$ cat src/rtl/carrega_programa.sv
// Program loader: receives a length byte followed by little-endian instruction bytes
// and writes each assembled 32-bit word into instruction memory while holding the core in reset.
//
// state | meaning
// IDLE  | waiting for start, core held in reset
// LEN   | waiting for the word-count byte
// BYTES | assembling the current word from 4 bytes
// WRITE | one-cycle instruction-memory write strobe
// DONE  | load complete, core released
// ERRO  | load aborted (bad length or timeout)
module carrega_programa (
  input  logic        clk,
  input  logic        reset,
  input  logic        start,
  input  logic [7:0]  byte_in,
  input  logic        byte_valid,
  output logic        byte_ready,
  output logic        mi_we,
  output logic [5:0]  mi_ender,
  output logic [31:0] mi_dado,
  output logic        core_rst,
  output logic        done,
  output logic        erro,
  output logic [6:0]  word_count
);

  typedef enum logic [2:0] {IDLE, LEN, BYTES, WRITE, DONE, ERRO} state_t;

  state_t      state;
  state_t      nxt;
  logic [6:0]  n_words;
  logic [1:0]  idx;
  logic [7:0]  tmo;
  logic [23:0] word_lo;
  logic        rx_phase;
  logic        xfer;
  logic        tmo_hit;
  logic        len_ok;
  logic [6:0]  wc_inc;

  assign rx_phase = (state == LEN) || (state == BYTES);
  assign xfer     = rx_phase && byte_valid;
  // Counter would reach 255 on this edge; a transfer in the same cycle takes priority.
  assign tmo_hit  = rx_phase && !byte_valid && (tmo == 8'd254);
  assign len_ok   = (byte_in != 8'd0) && (byte_in <= 8'd64);
  assign wc_inc   = word_count + 7'd1;

  always_comb begin
    nxt = state;
    case (state)
      IDLE:  if (start) nxt = LEN;
      LEN: begin
        if (xfer)         nxt = len_ok ? BYTES : ERRO;
        else if (tmo_hit) nxt = ERRO;
      end
      BYTES: begin
        if (xfer) begin
          if (idx == 2'd3) nxt = WRITE;
        end else if (tmo_hit) begin
          nxt = ERRO;
        end
      end
      WRITE: nxt = (wc_inc == n_words) ? DONE : BYTES;
      DONE:  if (start) nxt = LEN;
      ERRO:  if (start) nxt = LEN;
      default: nxt = IDLE;
    endcase
  end

  always_ff @(posedge clk) begin
    if (reset) begin
      state      <= IDLE;
      byte_ready <= 1'b0;
      mi_we      <= 1'b0;
      mi_ender   <= 6'd0;
      mi_dado    <= 32'd0;
      core_rst   <= 1'b1;
      done       <= 1'b0;
      erro       <= 1'b0;
      word_count <= 7'd0;
      n_words    <= 7'd0;
      idx        <= 2'd0;
      tmo        <= 8'd0;
      word_lo    <= 24'd0;
    end else begin
      state      <= nxt;
      byte_ready <= (nxt == LEN) || (nxt == BYTES);
      mi_we      <= (nxt == WRITE);
      core_rst   <= (nxt != DONE);
      done       <= (nxt == DONE);
      erro       <= (nxt == ERRO);

      if (nxt != state)  tmo <= 8'd0;
      else if (rx_phase) tmo <= xfer ? 8'd0 : tmo + 8'd1;

      if (nxt == LEN && state != LEN) begin
        word_count <= 7'd0;
        idx        <= 2'd0;
      end

      if (state == LEN && xfer) n_words <= byte_in[6:0];

      if (state == BYTES && xfer) begin
        idx <= idx + 2'd1;
        case (idx)
          2'd0: word_lo[7:0]   <= byte_in;
          2'd1: word_lo[15:8]  <= byte_in;
          2'd2: word_lo[23:16] <= byte_in;
          default: begin
            mi_dado  <= {byte_in, word_lo};
            mi_ender <= word_count[5:0];
          end
        endcase
      end

      if (state == WRITE) word_count <= wc_inc;
    end
  end

endmodule

$ cat config.mk
export PLATFORM = sky130hd
export DESIGN_NAME = carrega_programa
export DESIGN_NICKNAME = d
export VERILOG_FILES = /design/src/rtl/carrega_programa.sv
export SDC_FILE = /design/constraint.sdc
export NUM_CORES = 1
export LEC_CHECK = 0
export BUFFER_PORTS_ARGS = -buffer_cell sky130_fd_sc_hd__buf_4
export CAP_MARGIN = 25
export CORE_MARGIN = 2
export CORE_UTILIZATION = 50
export CTS_BUF_LIST = sky130_fd_sc_hd__clkbuf_16
export CTS_CLUSTER_SIZE = 10
export DETAILED_ROUTE_END_ITERATION = 7
export GPL_TIMING_DRIVEN = 0
export PLACE_DENSITY = 0.7
export SLEW_MARGIN = 40
export SYNTH_ARGS = -nofsm -noshare
export SYNTH_HDL_FRONTEND = slang
export SYNTH_SLANG_ARGS = --single-unit
export TNS_END_PERCENT = 100
$ cat constraint.sdc
create_clock -name clk -period 6.2 [get_ports clk]
set_input_delay 1.24 -clock clk [delete_from_list [all_inputs] [get_ports clk]]
set_output_delay 1.24 -clock clk [all_outputs]
set_load 0.005 [all_outputs]
# Word level (Yosys, flattened, before mapping)
# Cells that the tools add are included.
# totals
elab_cells	73
inputBits	12
register_bits	94
out_inout_bits	50
# classes
reduce_logical	22
bitwise_logic	1
n_eq_ne	18
muxes	13
order_cmp	1
n_addsub	3
# op_table
op	count
3-bit two-way mux	7
7-bit two-way mux	2
3-bit by 2-bit == test with 1-bit output, second input constant	4
3-bit == test, second input constant	4
3-bit case mux with 4 select lines	1
8-bit by 1-bit adder with 8-bit output, second input constant	1
8-bit == test, second input constant	1
8-bit by 7-bit less-or-equal comparator with 1-bit output, second input constant	1
8-bit two-way mux	1
2-bit AND reduction	4
8-bit nonzero test	1
7-bit by 1-bit adder with 7-bit output, second input constant	1
7-bit == test	1
1-bit logical AND	7
3-bit by 1-bit == test with 1-bit output, second input constant	2
3-bit OR reduction	2
2-bit == test, second input constant	2
2-bit two-way mux	2
2-bit nonzero test	2
3-bit logical NOT	1
3-bit by 1-bit inequality test with 1-bit output, second input constant	1
3-bit inequality test	1
3-bit inequality test, second input constant	1
2-bit by 1-bit adder with 2-bit output, second input constant	1
6 further kinds	7

# Longest topological paths before layout
# Gate-level depths: netlist of the first run.
# logic_depth
depth_word	11
mapped_depth	10
mapped_depth_nobuf	8

# Least setup slack after synthesis of the first run
# No wires, ideal clock.
# synth_path
path_type	input to register
from	input byte_in[6]
to	register word_count[6]
setup_time_ns	0.133
cell_stages	6
t_arrival_ns	2.626
t_required_ns	6.067
path_buffers	1
setup_slack_ns	3.441
cell_sequence	clkbuf_1 > a21bo_2 > and4_4 > o31ai_4 > nor3b_4 > o211ai_1
# synth_via
elab_chain_cells	8
word_cells_on_any_way	9
cone_classes	order compare: 1; eq/ne: 1; mux: 3; reduce/logical: 4
# synth_rtl
item	line	text
start: declaration	15	input logic [7:0] byte_in,
8-bit by 7-bit less-or-equal comparator with 1-bit output or 8-bit nonzero test (tied branches)	45	assign len_ok = (byte_in != 8'd0) && (byte_in <= 8'd64);
1-bit logical AND (*)	45	
3-bit two-way mux (*) (2 in a row)	53	if (xfer) nxt = len_ok ? BYTES : ERRO;
3-bit case mux with 4 select lines (*)	50	case (state)
3-bit by 1-bit == test with 1-bit output (*)	96	if (nxt == LEN && state != LEN) begin
1-bit logical AND (*)	96	
2-bit nonzero test (no source line) (*)	-	
end signal: assignment	116	if (state == WRITE) word_count <= wc_inc;
end: declaration	24	output logic [6:0] word_count
# Mark *: on every way between the ends. The rest lies on a longest branch, timed or not.
# A chain may end at the register's enable or synchronous reset.

# Worst setup path in the final report of the first run
# layout_path
from	input byte_in[0]
to	register word_count[5]
# Same word-level chain as after synthesis.

==> flow_metrics.py, run 1 <==
metrics = {
    "status": {
        "status": "finished, final reports clean",
    },
    "timing": {
        "fin_skew_ns": 0.00935,
        "post-route-min-period_ns": 2.84,
        "holdWs_ns": 0.454,
        "rsz0062_at_grt": "false",
        "setup_violations": 0,
        "slew_headroom": 0.623,
        "timing.final.ws_setup_ns": 3.36,
        "post-route-period-util": 0.458,
        "hold_viol": 0,
        "drv_slew": 0,
        "worst_pin_slew_ns": 0.566,
        "finalSetupTns_ns": 0,
        "fmax_mhz": 352,
    },
    "setup_path": {
        "worst-endpoint-arrival_ns": 3.05,
        "start_kind": "input pin",
        "startpoint": "byte_in[0]",
        "crit_fanout": 9,
        "worst_r2r_startpoint": "word_count[0]$_SDFFE_PP0P_",
        "r2r_slack_ns": 3.77,
        "cp-end-kind": "register",
        "crit_type": "input pin to register",
        "required_ns": 6.41,
    },
    "logic_synthesis": {
        "synth_cells": 497,
        "ys.flop_type": "dfxtp_1",
        "yosysTopAreaCellShare": 0.463,
        "synth_cell_types": 51,
        "synth_top_area_cell": "dfxtp_1",
        "yosys_warnings": 0,
        "synth.avg_cell_area_um2": 8.18,
        "async_reset_ff_frac": 0,
        "postSynthNetCount": 517,
        "synth.area.top_cells": "dfxtp_1 (46%), nand2_1 (12%), a21oi_1 (9.1%), nand3_1 (3.7%), ha_1 (2.5%)",
        "netlist_area_um2": 4070,
        "yosys_register_bits": 94,
        "yosysSeqAreaShare": 0.463,
        "synth_edf_count": 0,
    },
    "drt": {
        "firstDrtPassIters": 5,
        "via_per_inst": 5.48,
        "drt_iter0_drc": 236,
        "wl_um": 9720,
        "drtAntennaViolNets": 0,
        "post-route-drc-count": 0,
        "vias": 3696,
        "wl_per_cell_um": 14.4,
    },
    "pwr": {
        "vdd_ir_drop_max_uv": 156,
        "intPower_uw": 932,
        "p_total_mw": 1.27,
        "cellLeakagePower_nw": 1.81,
        "pwr-share-seq": 0.486,
        "p_per_area_nw_per_um2": 256,
        "switchingPower_uw": 336,
        "p_comb_frac": 0.077,
        "swShare": 0.265,
        "p_clk_frac": 0.436,
    },
    "cts": {
        "cts-root-buf": "clkbuf_16",
        "cts_buffer_depth": 2,
        "cts_tree": "yes",
        "h-tree-depth": 3,
        "cts_hold_buf": 0,
        "clk_latency_ns": 0.35,
        "cts_setup_buffers": 0,
        "numClockSinks": 94,
        "path_clk_slew_ns": 0.07,
        "cts.repair.resized": 0,
        "cts_made_buffers": 9,
    },
    "floorplanning": {
        "die_w_um": 94.2,
        "core-area_um2": 7810,
        "initial_core_util": 0.521,
        "die_h_um": 94.2,
        "io_pins": 62,
        "dieArea_um2": 8870,
        "fp-row-count": 32,
    },
    "global_routing": {
        "grt_max_degree": 20,
        "antenna_found_initial": 0,
        "grt_use_total": 0.226,
        "grt_overflow": 0,
        "grt_pass1_vias": 3336,
        "grt_pass1_wl_um": 15800,
    },
    "hold_path": {
        "hold_path.class": "register to register",
        "hold_start": "word_lo[12]$_SDFFE_PP0P_",
    },
    "layout": {
        "utilization": 0.633,
        "drive_gt1_frac": 0.173,
        "stdcell_count": 674,
        "nets": 587,
        "area_growth_pct": 21.5,
        "design_area_um2": 4940,
        "n_fill_cell": 698,
        "num_antenna_cells": 0,
    },
    "placed_design": {
        "gp_congestion": 0.825,
        "dpl_cell_area_um2": 4640,
        "numPortBuffers": 59,
        "hpwl_um": 6760,
        "pre_cts_ws_ns": 3.02,
        "place_inst": 658,
    },
    "job": {
        "maxCapViolations": 0,
    },
}
## layer usage
layer	GRT usage	wire, um
met1	0.301	4470
met2	0.362	4440
met3	0.0449	583
met4	0.0870	227
met5	0	0
## cell families after synthesis
kind of cell | Yosys count | synth area share
buf+inv | 41 | 0.0424
simple gates | 231 | 0.272
compound gates | 108 | 0.165
xor+xnor | 13 | 0.0280
mux | 2 | 0.00492
flops | 94 | 0.463
fa+ha+maj | 8 | 0.0246
## worst max-delay path, stage by stage
cell and delay [ns]:
buf_4 0.15, nor4_4 0.35, nand3b_1 0.15, and4_4 0.24, o31ai_4 0.30, nor3b_4 0.46, o21ai_0 0.16
## cell usage after synthesis (all sizes together) (2+ instances only)
cell and count:
or4 2, and3 3, clkbuf 24, nor2 20, o211ai 3, nor3 7
or3 5, nand2b 3, a211oi 6, inv 6, xnor2 5, nand4b 2
nand4 5, nor3b 3, nand3b 9, and4 2, mux2i 2, a31oi 3
nor2b 7, dfxtp 94, nand3 31, a21oi 74, ha 8, and2 3
o21ai 8, buf 11, xor2 8, nand2 125
## flip-flops by register name (all words and copies together) (netlist names), 2 cells and up
signal,count
state,3
word_lo,24
tmo,8
idx,2
word_count,7
n_words,7
mi_ender,6
mi_dado,32
## final timing paths
kind,to,cells past startpoint
setup / recovery,word_count[5]$_SDFFE_PP0P_,7
setup reg to reg,byte_ready$_SDFF_PP0_,7
hold / removal,mi_dado[12]$_SDFFE_PP0P_,2
hold reg to reg,mi_dado[12]$_SDFFE_PP0P_,2
## final cells by class
type	count	area, um^2	area share
inverter	6	22.5	0.00456
clock buffer	9	225	0.0456
tap	102	128	0.0258
clock inverter	7	75.1	0.0152
timing repair buffer	59	443	0.0896
sequential	94	1880	0.381
multi-input combinational	362	2020	0.408
buffer	35	150	0.0304
## power groups by stage
stage                     Sequential [mW]  Clock, mW  Combinational, mW
after floorplan                     0.630          0             0.0648
after global placement              0.631          0             0.0946
after detailed placement            0.631          0             0.0966
after CTS                           0.617      0.555             0.0972
after global routing                0.618      0.585              0.108
final                               0.617      0.553             0.0982
## cells in the final DEF, fill, tap and decap left out, types with 5 or more instances in the layout
cell and n:
buf_2 9, nor3_1 6, clkbuf_16 9, nand3b_1 9, or3_1 5, xor2_1 8, nand3_1 30, xnor2_1 5
a21oi_1 74, buf_4 61, nand4_1 5, inv_1 6, a211oi_1 5, nand2_1 125, ha_1 8, dfxtp_1 94
nor2b_1 7, clkbuf_1 24, nor2_1 20, o21ai_0 8
Note: power is estimated with default switching activity, not from simulation.
==> inputs of run 2 (changes only) <==
Settings changed: PLACE_DENSITY 0.7 to 0.72.
Clock period 6.2 ns to 2.4 ns, I/O delays scaled along.
==> flow_metrics.py, run 2 (synthesis gave the netlist of run 1 again) <==
metrics = {
    "setup_path": {
        "crit_fanout": 10,
        "slowest_stage": "and2b_1",
        "crit_type": "register to register",
        "crit_chain": "buf_2 > and2b_1 > nor2b_2 > and2_1 > clkbuf_1 > clkbuf_4 > nand2_1 > nand2_1 > a21oi_1",
        "cp-end-kind": "register",
        "r2r_end": "word_lo[12]$_SDFFE_PP0P_",
        "r2r_slack_ns": 0.19,
        "cp_common_cell": "nand2_1",
        "worst-endpoint-arrival_ns": 2.42,
        "slowest_delay_ns": 0.31,
        "reg2reg_depth": 9,
        "start_kind": "register",
        "worstSetupEndpoint": "word_lo[12]$_SDFFE_PP0P_",
        "startpoint": "state[2]$_SDFF_PP0_",
        "required_ns": 2.61,
        "worst_r2r_startpoint": "state[2]$_SDFF_PP0_",
    },
    "status": {
        "status": "finished, final reports clean",
    },
    "cts": {
        "cts_hold_buf": 0,
        "path_clk_slew_ns": 0.07,
        "cts_made_buffers": 9,
        "cts-root-buf": "clkbuf_16",
        "h-tree-depth": 3,
        "cts.repair.resized": 1,
        "clk_latency_ns": 0.34,
        "cts_tree": "yes",
        "cts_setup_buffers": 0,
        "numClockSinks": 94,
        "cts_buffer_depth": 2,
    },
    "drt": {
        "wl_per_cell_um": 14.6,
        "drtAntennaViolNets": 0,
        "wl_um": 9870,
        "firstDrtPassIters": 6,
        "vias": 3693,
        "via_per_inst": 5.48,
        "drt_iter0_drc": 267,
        "post-route-drc-count": 0,
    },
    "layout": {
        "area_growth_pct": 22.1,
        "final_common_cell": "nand2_1",
        "drive_gt1_frac": 0.178,
        "top_register": "mi_dado",
        "utilization": 0.636,
        "layout_common_cells": "nand2_1 (125), dfxtp_1 (92), a21oi_1 (74)",
        "nets": 587,
        "largest_reg_flops": 32,
        "design_area_um2": 4970,
        "n_fill_cell": 711,
        "num_antenna_cells": 0,
        "top_regs": "mi_dado (32), word_lo (24), tmo (8)",
    },
    "timing": {
        "hold_viol": 0,
        "post-route-min-period_ns": 2.21,
        "drv_slew": 0,
        "rsz0062_at_grt": "false",
        "timing.final.ws_setup_ns": 0.189,
        "holdWs_ns": 0.446,
        "setup_violations": 0,
        "slew_headroom": 0.641,
        "worst_pin_slew_ns": 0.536,
        "post-route-period-util": 0.921,
        "fmax_mhz": 452,
        "fin_skew_ns": 0.00686,
    },
    "placed_design": {
        "gp_congestion": 0.834,
        "dpl_cell_area_um2": 4640,
        "pre_cts_ws_ns": -0.0400,
        "numPortBuffers": 59,
        "hpwl_um": 6720,
    },
    "pwr": {
        "p_per_area_nw_per_um2": 664,
        "p_total_mw": 3.30,
        "vdd_ir_drop_max_uv": 403,
        "cellLeakagePower_nw": 1.81,
    },
    "floorplanning": {
        "core-area_um2": 7810,
        "initial_core_util": 0.521,
        "dieArea_um2": 8870,
        "die_w_um": 94.2,
        "die_h_um": 94.2,
        "fp-row-count": 32,
        "io_pins": 62,
    },
    "global_routing": {
        "grt_max_degree": 18,
        "grt_overflow": 0,
        "grt_pass1_vias": 3344,
        "antenna_found_initial": 0,
        "grt_pass1_wl_um": 16200,
        "grt_use_total": 0.232,
    },
    "job": {
        "maxCapViolations": 0,
    },
    "hold_path": {
        "hold_path.class": "input pin to register",
    },
}
-- run 2: per-stage QoR --
stage,instances,TNS [ns]
after floorplan,497,0
after global placement,658,0
after detailed placement,658,-0.232
after CTS,674,0
after global routing,674,0
final,674,0
-- run 2: layout make-up --
cell class,instances,area (um^2),area share
well taps,102,128,0.0257
flip-flops and latches,94,1880,0.379
plain buffers,35,153,0.0307
clock buffers,9,225,0.0453
repair buffers,59,443,0.0892
inverters,6,22.5,0.00453
clock inverters,7,78.8,0.0159
multi-input cells,362,2030,0.409
-- run 2: worst min path at each step --
stage,cells after the start,endpoint,start
finish,3,mi_dado[31]$_SDFFE_PP0P_,byte_in[7]
global route,3,mi_dado[27]$_SDFFE_PP0P_,byte_in[3]
CTS,3,mi_dado[31]$_SDFFE_PP0P_,byte_in[7]
detailed placement,2,mi_dado[0]$_SDFFE_PP0P_,word_lo[0]$_SDFFE_PP0P_
global placement,2,mi_dado[21]$_SDFFE_PP0P_,word_lo[21]$_SDFFE_PP0P_
floorplan,2,mi_dado[0]$_SDFFE_PP0P_,word_lo[0]$_SDFFE_PP0P_
-- run 2: report_power, final --
part | internal (mW) | total, mW | switching (mW)
registers | 1.58 | 1.59 | 0.0151
clock network | 0.820 | 1.45 | 0.628
logic | 0.0917 | 0.256 | 0.165
total | 2.49 | 3.30 | 0.808
-- run 2: critical path: cells and delay by family (launching register included) --
kind | cells | cell delay, ns
simple gates | 5 | 1.03
compound gates | 1 | 0.08
flops | 1 | 0.29
buf+inv | 3 | 0.66
-- run 2: layer usage --
layer  GRT usage  part of all wire  wire (um)  up-vias
met5           0                 0          0        -
met4      0.0930             0.019        191        0
met3      0.0385             0.047        469       18
met2       0.376              0.47       4660      107
met1       0.308              0.46       4550     1731
li1            -                 -          -     1837
==> inputs of run 3 (changes only) <==
Settings changed: GPL_TIMING_DRIVEN 0 to default.
==> flow_metrics.py, run 3 (synthesis gave the netlist of run 1 again) <==
metrics = {
    "timing": {
        "post-route-min-period_ns": 2.18,
        "rsz0062_at_grt": "false",
        "fin_skew_ns": 0.00920,
        "holdWs_ns": 0.436,
        "drv_slew": 0,
        "fmax_mhz": 458,
        "post-route-period-util": 0.910,
        "finalSetupTns_ns": 0,
        "slew_headroom": 0.601,
        "hold_viol": 0,
        "setup_violations": 0,
        "worst_pin_slew_ns": 0.599,
    },
    "global_routing": {
        "grt_pass1_vias": 3319,
        "grt_use_total": 0.218,
        "grt_overflow": 0,
        "grt_max_degree": 63,
        "antenna_found_initial": 0,
        "grt_pass1_wl_um": 15300,
    },
    "pwr": {
        "p_total_mw": 3.18,
        "pwr-share-seq": 0.503,
        "p_comb_frac": 0.076,
        "p_clk_frac": 0.422,
        "vdd_ir_drop_max_uv": 383,
        "p_per_area_nw_per_um2": 649,
        "cellLeakagePower_nw": 1.81,
        "switchingPower_uw": 792,
        "swShare": 0.249,
        "intPower_mw": 2.39,
    },
    "drt": {
        "post-route-drc-count": 0,
        "drt_iter0_drc": 175,
        "via_per_inst": 5.42,
        "vias": 3536,
        "firstDrtPassIters": 4,
        "drtAntennaViolNets": 0,
        "wl_per_cell_um": 13.8,
        "wl_um": 9030,
    },
    "layout": {
        "top_regs": "mi_dado (32), word_lo (24), tmo (8)",
        "drive_gt1_frac": 0.183,
        "final_common_cell": "nand2_1",
        "layout_common_cells": "nand2_1 (125), dfxtp_1 (94), a21oi_1 (74)",
        "largest_reg_flops": 32,
        "area_growth_pct": 20.4,
        "top_register": "mi_dado",
        "stdcell_count": 653,
        "nets": 566,
        "num_antenna_cells": 0,
    },
    "floorplanning": {
        "initial_core_util": 0.521,
        "fp-row-count": 32,
        "die_h_um": 94.2,
        "core-area_um2": 7810,
        "die_w_um": 94.2,
        "io_pins": 62,
        "dieArea_um2": 8870,
    },
    "setup_path": {
        "cp_top_family": "simple AND/OR/NAND/NOR gates",
        "slowest_delay_ns": 0.50,
        "critPathBufInv": 0,
        "required_ns": 2.68,
        "crit_type": "register to register",
        "r2r_slack_ns": 0.22,
        "crit_chain": "ha_1 > nand3_2 > or4_1 > nand4_1 > and4b_4 > a221oi_4 > o211a_1",
        "worst-endpoint-arrival_ns": 2.46,
        "crit_fanout": 8,
        "slowest_stage": "or4_1",
        "start_kind": "register",
        "cp-end-kind": "register",
    },
    "cts": {
        "h-tree-depth": 3,
        "cts_setup_buffers": 0,
        "cts_buffer_depth": 2,
        "numClockSinks": 94,
        "cts_tree": "yes",
        "path_clk_slew_ns": 0.07,
        "cts_made_buffers": 9,
        "clk_latency_ns": 0.34,
        "cts-root-buf": "clkbuf_16",
        "cts.repair.resized": 0,
        "cts_hold_buf": 0,
    },
    "job": {
        "maxCapViolations": 0,
    },
    "hold_path": {
        "hold_path.class": "input pin to register",
    },
    "placed_design": {
        "hpwl_um": 6120,
        "gp_congestion": 0.833,
        "place_inst": 637,
        "numPortBuffers": 61,
    },
    "status": {
        "status": "finished, final reports clean",
    },
}
[run 3: area by class of cell]
type / instances / area (um^2)
inverters: 6 / 22.5
clock inverters: 7 / 55.1
well taps: 102 / 128
flip-flops and latches: 94 / 1880
clock buffers: 9 / 225
repair buffers: 73 / 573
multi-input cells: 362 / 2010
fillers: 728 / 2910
[run 3: per-layer routing]
layer | global-route usage | share of wire | vias to the layer above
met2 | 0.348 | 0.46 | 66
met3 | 0.0433 | 0.043 | 15
met1 | 0.286 | 0.48 | 1657
li1 | - | - | 1798
met4 | 0.0942 | 0.016 | 0
met5 | 0 | 0 | -
[run 3: path summary, 6_finish.rpt]
check | startpoint | end | cells past startpoint
worst max-delay path | word_count[1]$_SDFFE_PP0P_ | byte_ready$_SDFF_PP0_ | 7
worst min-delay path | byte_in[4] | n_words[4]$_SDFFE_PP0P_ | 3
worst max register to register | word_count[1]$_SDFFE_PP0P_ | byte_ready$_SDFF_PP0_ | 7
worst min register to register | word_lo[4]$_SDFFE_PP0P_ | mi_dado[4]$_SDFFE_PP0P_ | 2
[run 3: metrics by stage]
step	setup WS, ns	util	cell area (um^2)
floorplan	0.265	-	4070
global placement	0.0245	0.592	4620
detailed placement	-0.00308	0.592	4620
CTS	0.235	0.627	4900
global route	0.0687	0.627	4900
finish	0.215	0.627	4900
[run 3: tightest hold or removal path: stages]
cell and delay (ns):
buf_4 0.14, nand2_1 0.06, a21oi_1 0.05
[run 3: power by group through the flow]
stage,logic (mW),registers [mW],clock network [mW]
floorplan,0.167,1.63,0
detailed placement,0.240,1.63,0
global placement,0.236,1.63,0
global route,0.266,1.60,1.43
CTS,0.242,1.60,1.36
finish,0.241,1.60,1.34
